===== src/rtl/cpu_pkg.sv =====
// Shared fetch-path types and constants: word/address widths, halt opcode and
// the queue entry layout.
package cpu_pkg;

  localparam int ADDR_W = 16;
  localparam int INST_W = 16;
  localparam logic [3:0] HALT_OPCODE = 4'hF;

  typedef struct packed {
    logic [ADDR_W-1:0] pc;
    logic [INST_W-1:0] inst;
  } fetch_entry_t;

endpackage


===== src/rtl/inst_fetch_if.sv =====
// Fetch-side bus bundle: instruction memory port, redirect input and the
// instruction valid/ready output toward the instruction stage.
interface inst_fetch_if #(
  parameter int ADDR_W = cpu_pkg::ADDR_W,
  parameter int INST_W = cpu_pkg::INST_W
);
  logic              imem_req;
  logic [ADDR_W-1:0] imem_addr;
  logic [INST_W-1:0] imem_rdata;
  logic              redirect_valid;
  logic [ADDR_W-1:0] redirect_pc;
  logic              inst_valid;
  logic              inst_ready;
  logic [INST_W-1:0] inst;
  logic [ADDR_W-1:0] inst_pc;
  logic              halted;

  modport master (
    output imem_req, imem_addr, inst_valid, inst, inst_pc, halted,
    input  imem_rdata, redirect_valid, redirect_pc, inst_ready
  );

  modport slave (
    input  imem_req, imem_addr, inst_valid, inst, inst_pc, halted,
    output imem_rdata, redirect_valid, redirect_pc, inst_ready
  );
endinterface


===== src/rtl/fetch_queue.sv =====
// Two-entry shift FIFO holding fetched {pc, inst}; slot 0 is the registered
// head, so outputs never pass through combinational logic.
module fetch_queue
  import cpu_pkg::*;
#(
  parameter type entry_t = fetch_entry_t
) (
  input  logic       clk,
  input  logic       rst,
  input  logic       push,
  input  entry_t     din,
  input  logic       pop,
  input  logic       flush,
  output entry_t     head,
  output logic       valid,
  output logic [1:0] count
);

  entry_t     q0, q1;
  logic [1:0] cnt;

  always_ff @(posedge clk or posedge rst) begin
    if (rst) begin
      cnt <= 2'd0;
      q0  <= '0;
      q1  <= '0;
    end else if (flush) begin
      cnt <= 2'd0;
    end else begin
      case ({push, pop})
        2'b10: begin
          cnt <= cnt + 2'd1;
          if (cnt == 2'd0) q0 <= din;
          else             q1 <= din;
        end
        2'b01: begin
          cnt <= cnt - 2'd1;
          q0  <= q1;
        end
        2'b11: begin
          // Occupancy unchanged; new entry lands behind whatever remains.
          if (cnt == 2'd1) q0 <= din;
          else begin
            q0 <= q1;
            q1 <= din;
          end
        end
        default: ;
      endcase
    end
  end

  assign head  = q0;
  assign valid = (cnt != 2'd0);
  assign count = cnt;

endmodule


===== src/rtl/inst_fetch.sv =====
// Instruction fetch unit: PC, single-outstanding imem read tracking, redirect
// flush and a 2-entry output queue. Optional halt detection: HALT_DETECT_EN.
module inst_fetch
  import cpu_pkg::*;
#(
  parameter int                ADDR_W   = cpu_pkg::ADDR_W,
  parameter int                INST_W   = cpu_pkg::INST_W,
  parameter logic [ADDR_W-1:0] RESET_PC = '0,
  parameter int                DEPTH    = 2
) (
  input logic         clk,
  input logic         rst,
  inst_fetch_if.master bus
);

  typedef struct packed {
    logic [ADDR_W-1:0] pc;
    logic [INST_W-1:0] inst;
  } entry_t;

  localparam logic [ADDR_W-1:0] PC_ONE = {{(ADDR_W-1){1'b0}}, 1'b1};

  logic [ADDR_W-1:0] pc, req_pc;
  logic              inflight;
  logic              halted_q;
  logic              halt_hit;
  logic              pop, push, issue;
  logic [1:0]        count;
  logic [2:0]        occ;
  entry_t            din, head;
  logic              head_vld;

  assign pop  = head_vld && bus.inst_ready;
  assign push = inflight && !bus.redirect_valid;
  assign din  = '{pc: req_pc, inst: bus.imem_rdata};

  // Projected occupancy after this cycle's pop, counting the in-flight read.
  assign occ   = {1'b0, count} + {2'b00, inflight} - {2'b00, pop};
  assign issue = !rst && !bus.redirect_valid && !halted_q && !halt_hit
                 && (occ < 3'(DEPTH));

  always_ff @(posedge clk or posedge rst) begin
    if (rst) begin
      pc       <= RESET_PC;
      req_pc   <= '0;
      inflight <= 1'b0;
    end else if (bus.redirect_valid) begin
      pc       <= bus.redirect_pc;
      inflight <= 1'b0;
    end else begin
      inflight <= issue;
      if (issue) begin
        pc     <= pc + PC_ONE;
        req_pc <= pc;
      end
    end
  end

`ifdef HALT_DETECT_EN
  assign halt_hit = push && (bus.imem_rdata[INST_W-1 -: 4] == HALT_OPCODE);

  always_ff @(posedge clk or posedge rst) begin
    if (rst)                     halted_q <= 1'b0;
    else if (bus.redirect_valid) halted_q <= 1'b0;
    else if (halt_hit)           halted_q <= 1'b1;
  end
`else
  assign halt_hit = 1'b0;
  assign halted_q = 1'b0;
`endif

  fetch_queue #(.entry_t(entry_t)) u_queue (
    .clk   (clk),
    .rst   (rst),
    .push  (push),
    .din   (din),
    .pop   (pop),
    .flush (bus.redirect_valid),
    .head  (head),
    .valid (head_vld),
    .count (count)
  );

  assign bus.imem_req   = issue;
  assign bus.imem_addr  = pc;
  assign bus.inst_valid = head_vld;
  assign bus.inst       = head.inst;
  assign bus.inst_pc    = head.pc;
  assign bus.halted     = halted_q;

endmodule


===== src/flat_wrapper.sv =====
// flat-port wrapper written by rule: the top's interface ports become plain ports
module inst_fetch_flat import cpu_pkg::*;
#(
  parameter int                ADDR_W   = cpu_pkg::ADDR_W,
  parameter int                INST_W   = cpu_pkg::INST_W,
  parameter logic [ADDR_W-1:0] RESET_PC = '0,
  parameter int                DEPTH    = 2
)
  (clk, rst, bus_imem_req, bus_imem_addr, bus_inst_valid, bus_inst, bus_inst_pc, bus_halted, bus_imem_rdata, bus_redirect_valid, bus_redirect_pc, bus_inst_ready);
  inst_fetch_if #(.ADDR_W(ADDR_W), .INST_W(INST_W)) bus_i ();
  input logic clk;
  input logic rst;
  output wire logic [$bits(bus_i.imem_req)-1:0] bus_imem_req;
  output wire logic [$bits(bus_i.imem_addr)-1:0] bus_imem_addr;
  output wire logic [$bits(bus_i.inst_valid)-1:0] bus_inst_valid;
  output wire logic [$bits(bus_i.inst)-1:0] bus_inst;
  output wire logic [$bits(bus_i.inst_pc)-1:0] bus_inst_pc;
  output wire logic [$bits(bus_i.halted)-1:0] bus_halted;
  input wire logic [$bits(bus_i.imem_rdata)-1:0] bus_imem_rdata;
  input wire logic [$bits(bus_i.redirect_valid)-1:0] bus_redirect_valid;
  input wire logic [$bits(bus_i.redirect_pc)-1:0] bus_redirect_pc;
  input wire logic [$bits(bus_i.inst_ready)-1:0] bus_inst_ready;
  assign bus_imem_req = bus_i.imem_req;
  assign bus_imem_addr = bus_i.imem_addr;
  assign bus_inst_valid = bus_i.inst_valid;
  assign bus_inst = bus_i.inst;
  assign bus_inst_pc = bus_i.inst_pc;
  assign bus_halted = bus_i.halted;
  assign bus_i.imem_rdata = bus_imem_rdata;
  assign bus_i.redirect_valid = bus_redirect_valid;
  assign bus_i.redirect_pc = bus_redirect_pc;
  assign bus_i.inst_ready = bus_inst_ready;
  inst_fetch #(.ADDR_W(ADDR_W), .INST_W(INST_W), .RESET_PC(RESET_PC), .DEPTH(DEPTH)) u_core (.clk(clk), .rst(rst), .bus(bus_i));
endmodule

===== config.mk =====
export PLATFORM = sky130hd
export DESIGN_NAME = inst_fetch_flat
export DESIGN_NICKNAME = d
export VERILOG_FILES = /design/src/rtl/cpu_pkg.sv /design/src/rtl/inst_fetch_if.sv /design/src/rtl/fetch_queue.sv /design/src/rtl/inst_fetch.sv /design/src/flat_wrapper.sv
export SDC_FILE = /design/constraint.sdc
export NUM_CORES = 1
export LEC_CHECK = 0
export ABC_AREA = 1
export BUFFER_PORTS_ARGS = -buffer_cell sky130_fd_sc_hd__buf_2
export CORE_UTILIZATION = 50
export CTS_CLUSTER_SIZE = 25
export DETAILED_ROUTE_END_ITERATION = 10
export GPL_ROUTABILITY_DRIVEN = 0
export PLACE_DENSITY_LB_ADDON = 0.08
export SYNTH_ARGS = -nofsm -noshare
export SYNTH_HDL_FRONTEND = slang
export SYNTH_SLANG_ARGS = --single-unit

===== constraint.sdc =====
create_clock -name clk -period 4.6 [get_ports clk]
set_clock_uncertainty 0.15 [all_clocks]
set_input_delay 0.92 -clock clk [delete_from_list [all_inputs] [get_ports clk]]
set_output_delay 0.92 -clock clk [all_outputs]
set_load 0.03 [all_outputs]

==> flow_summary.json <==
{
  "max_stage_delay_ns": 0.51,
  "drtAntennaViolNets": 0,
  "yosysUniqueCellTypes": 30,
  "post_cts_buffers": 0,
  "nets": 688,
  "layout.cells.non_filler": 760,
  "end_kind": "output pin",
  "ioPinCount": 87,
  "final-setup-viol-count": 0,
  "synth_flop_cell": "dfrtp_1",
  "power.leakage_nw": 2.69,
  "cpMostUsedCell": "ha_1",
  "insertion_delay_ns": 0.34,
  "crit_fanout": 5,
  "routed_wl_um": 10200,
  "synthArstFlopShare": 1.00,
  "grt_pass1_vias": 3619,
  "vdd_drop_max_v": 0.000234,
  "ys_seq_elements": 99,
  "outcome": "finished, final reports clean",
  "fmax_ghz": 0.259,
  "required_ns": 3.53,
  "path_clk_slew_ns": 0.09,
  "hpwl_um": 6780,
  "syn_nets": 617,
  "grt_max_degree": 65,
  "clockBufferDepth": 2,
  "rows": 34,
  "die_area_sq_um": 9780,
  "netlist_instances": 576,
  "crit_type": "reg2out",
  "die_y_um": 98.9,
  "h-tree-depth": 3,
  "cts_resized": 0,
  "finalSetupTns_ns": 0,
  "cts_tree": "built",
  "clockRootBuffer": "clkbuf_8",
  "grt_overflow_total": 0,
  "dpl.cell_count": 744,
  "syn2layout_area_growth_pct": 14.2,
  "fin_crit_sh": 0.839,
  "worstPathCellList": "inv_1 -> ha_1 -> nor2_4 -> ha_1 -> or2_2 -> fa_1 -> nand3_1 -> nor2_1 -> buf_2",
  "period_needed_ns": 3.86,
  "n_antenna_cell": 0,
  "p_per_area_nw_per_um2": 665,
  "numCtsBuffers": 9,
  "viasPerCell": 5.13,
  "mostFrequentLayoutCells": "141 x nand2_1, 99 x dfrtp_1, 85 x buf_2, 64 x inv_1, 64 x nand3_1",
  "finalHoldViolCount": 0,
  "fin_util": 0.603,
  "drc": 0,
  "drtPass1Iterations": 4,
  "drv_cap": 0,
  "tightest_slew_ns": 1.07,
  "yosys_warnings": 0,
  "hp-class": "reg2reg",
  "grtUsageTotal": 0.220,
  "initial_core_util": 0.528,
  "wl_per_cell_um": 13.5,
  "hold_buffers": 0,
  "synth_enable_flop_cells": 0,
  "crit_path_start_kind": "flop",
  "relSlewSlack": 0.285,
  "drtIter0Drc": 161,
  "io_buffers": 85,
  "rsz0062_at_grt": "false",
  "seq_area_frac_synth": 0.528,
  "critPathArrivalTime_ns": 2.79,
  "clock-sinks": 99,
  "core-area_sq_um": 8890,
  "antenna_found_initial": 0,
  "routed-via-count": 3898,
  "report.final.slew_viol_count": 0,
  "die_w_um": 98.9,
  "grt_pass1_wl_um": 17300,
  "postSynthAreaPerCell_sq_um": 8.15,
  "slowest_stage": "fa_1",
  "layout_commonest_cell": "nand2_1",
  "drive_above_1_share": 0.179,
  "syn_area_sq_um": 4690
}
==> layer usage <==
metal | wire [um] | up-vias | track usage
li1 | - | 1998 | -
met3 | 325 | 4 | 0.0376
met4 | 51 | 0 | 0.0517
met2 | 4770 | 84 | 0.360
met1 | 5100 | 1812 | 0.306
met5 | 0 | - | 0
==> flip-flops by register name (all words and copies together) (netlist names) <==
register              count
u_core.bus.imem_addr     16
u_core.inflight           1
u_core.req_pc            16
u_core.u_queue.count      2
u_core.u_queue.head      32
u_core.u_queue.q1        32
==> cell type report <==
type / count / area, sq um
Clock buffer: 10 / 138
Clock inverter: 6 / 86.3
Fill cell: 826 / 3530
Inverter: 66 / 251
Multi-Input combinational cell: 381 / 1810
Sequential cell: 99 / 2480
Tap cell: 108 / 135
Timing Repair Buffer: 90 / 463
==> worst paths after layout <==
path | start | end | slack, ns | depth (start not counted)
min | u_core.u_queue.q1[23]$_DFFE_PP0P_ | u_core.u_queue.q1[23]$_DFFE_PP0P_ | 0.34 | 2
max reg2reg | u_core.u_queue.count[1]$_DFFE_PP0P_ | u_core.bus.imem_addr[5]$_DFFE_PP0P_ | 1.36 | 13
min in group asynchronous | rst | u_core.u_queue.q1[27]$_DFFE_PP0P_ | 0.65 | 3
max in group asynchronous | rst | u_core.req_pc[2]$_DFFE_PP0P_ | 2.54 | 4
max | u_core.u_queue.count[1]$_DFFE_PP0P_ | bus_imem_req | 0.74 | 9
min reg2reg | u_core.u_queue.q1[23]$_DFFE_PP0P_ | u_core.u_queue.q1[23]$_DFFE_PP0P_ | 0.34 | 2
==> cells by family after synthesis <==
logic type	share of synthesized area
compound gates	0.118
xor+xnor	0.00373
fa+ha+maj	0.0149
buf+inv	0.0872
flops	0.528
other cells	0.000799
simple gates	0.248
==> critical path: cells and delay by family (launching register included) <==
family,cells,cell delay [ns]
simple gates,4,0.60
buf+inv,2,0.36
flops,1,0.45
fa+ha+maj,3,1.05
==> through the flow <==
step                hold WS (ns)  total power, mW  setup slack [ns]  instance area, sq um
CTS                        0.347             3.59             0.717                  5360
floorplan                  0.304             2.58             0.620                  4700
detailed placement         0.323             2.98             0.859                  5130
global route               0.363             3.84             0.573                  5360
global placement           0.316             2.92             0.896                  5130
finish                     0.344             3.56             0.741                  5360
==> synth_stat cells, types with 2 or more instances <==
cell | instances | area [sq um]
a31oi_1 | 32 | 200
a21oi_1 | 5 | 25.0
buf_2 | 12 | 60.1
o21ai_0 | 52 | 260
ha_1 | 4 | 50.1
o211ai_1 | 5 | 37.5
buf_6 | 4 | 45.0
nor2_4 | 2 | 22.5
clkbuf_1 | 13 | 48.8
nor2_1 | 60 | 225
nand4_1 | 2 | 12.5
nand2_1 | 141 | 529
nand2_2 | 2 | 12.5
nand3_1 | 64 | 320
dfrtp_1 | 99 | 2480
inv_1 | 65 | 244
==> report_power, final <==
| part | internal (mW) | switching, mW | leakage, nW |
|---|---|---|---|
| Combinational | 0.462 | 0.988 | 1.38 |
| Clock | 0.322 | 0.296 | 0.113 |
| Sequential | 1.25 | 0.247 | 1.20 |
Power figures use the tool's default switching activity.
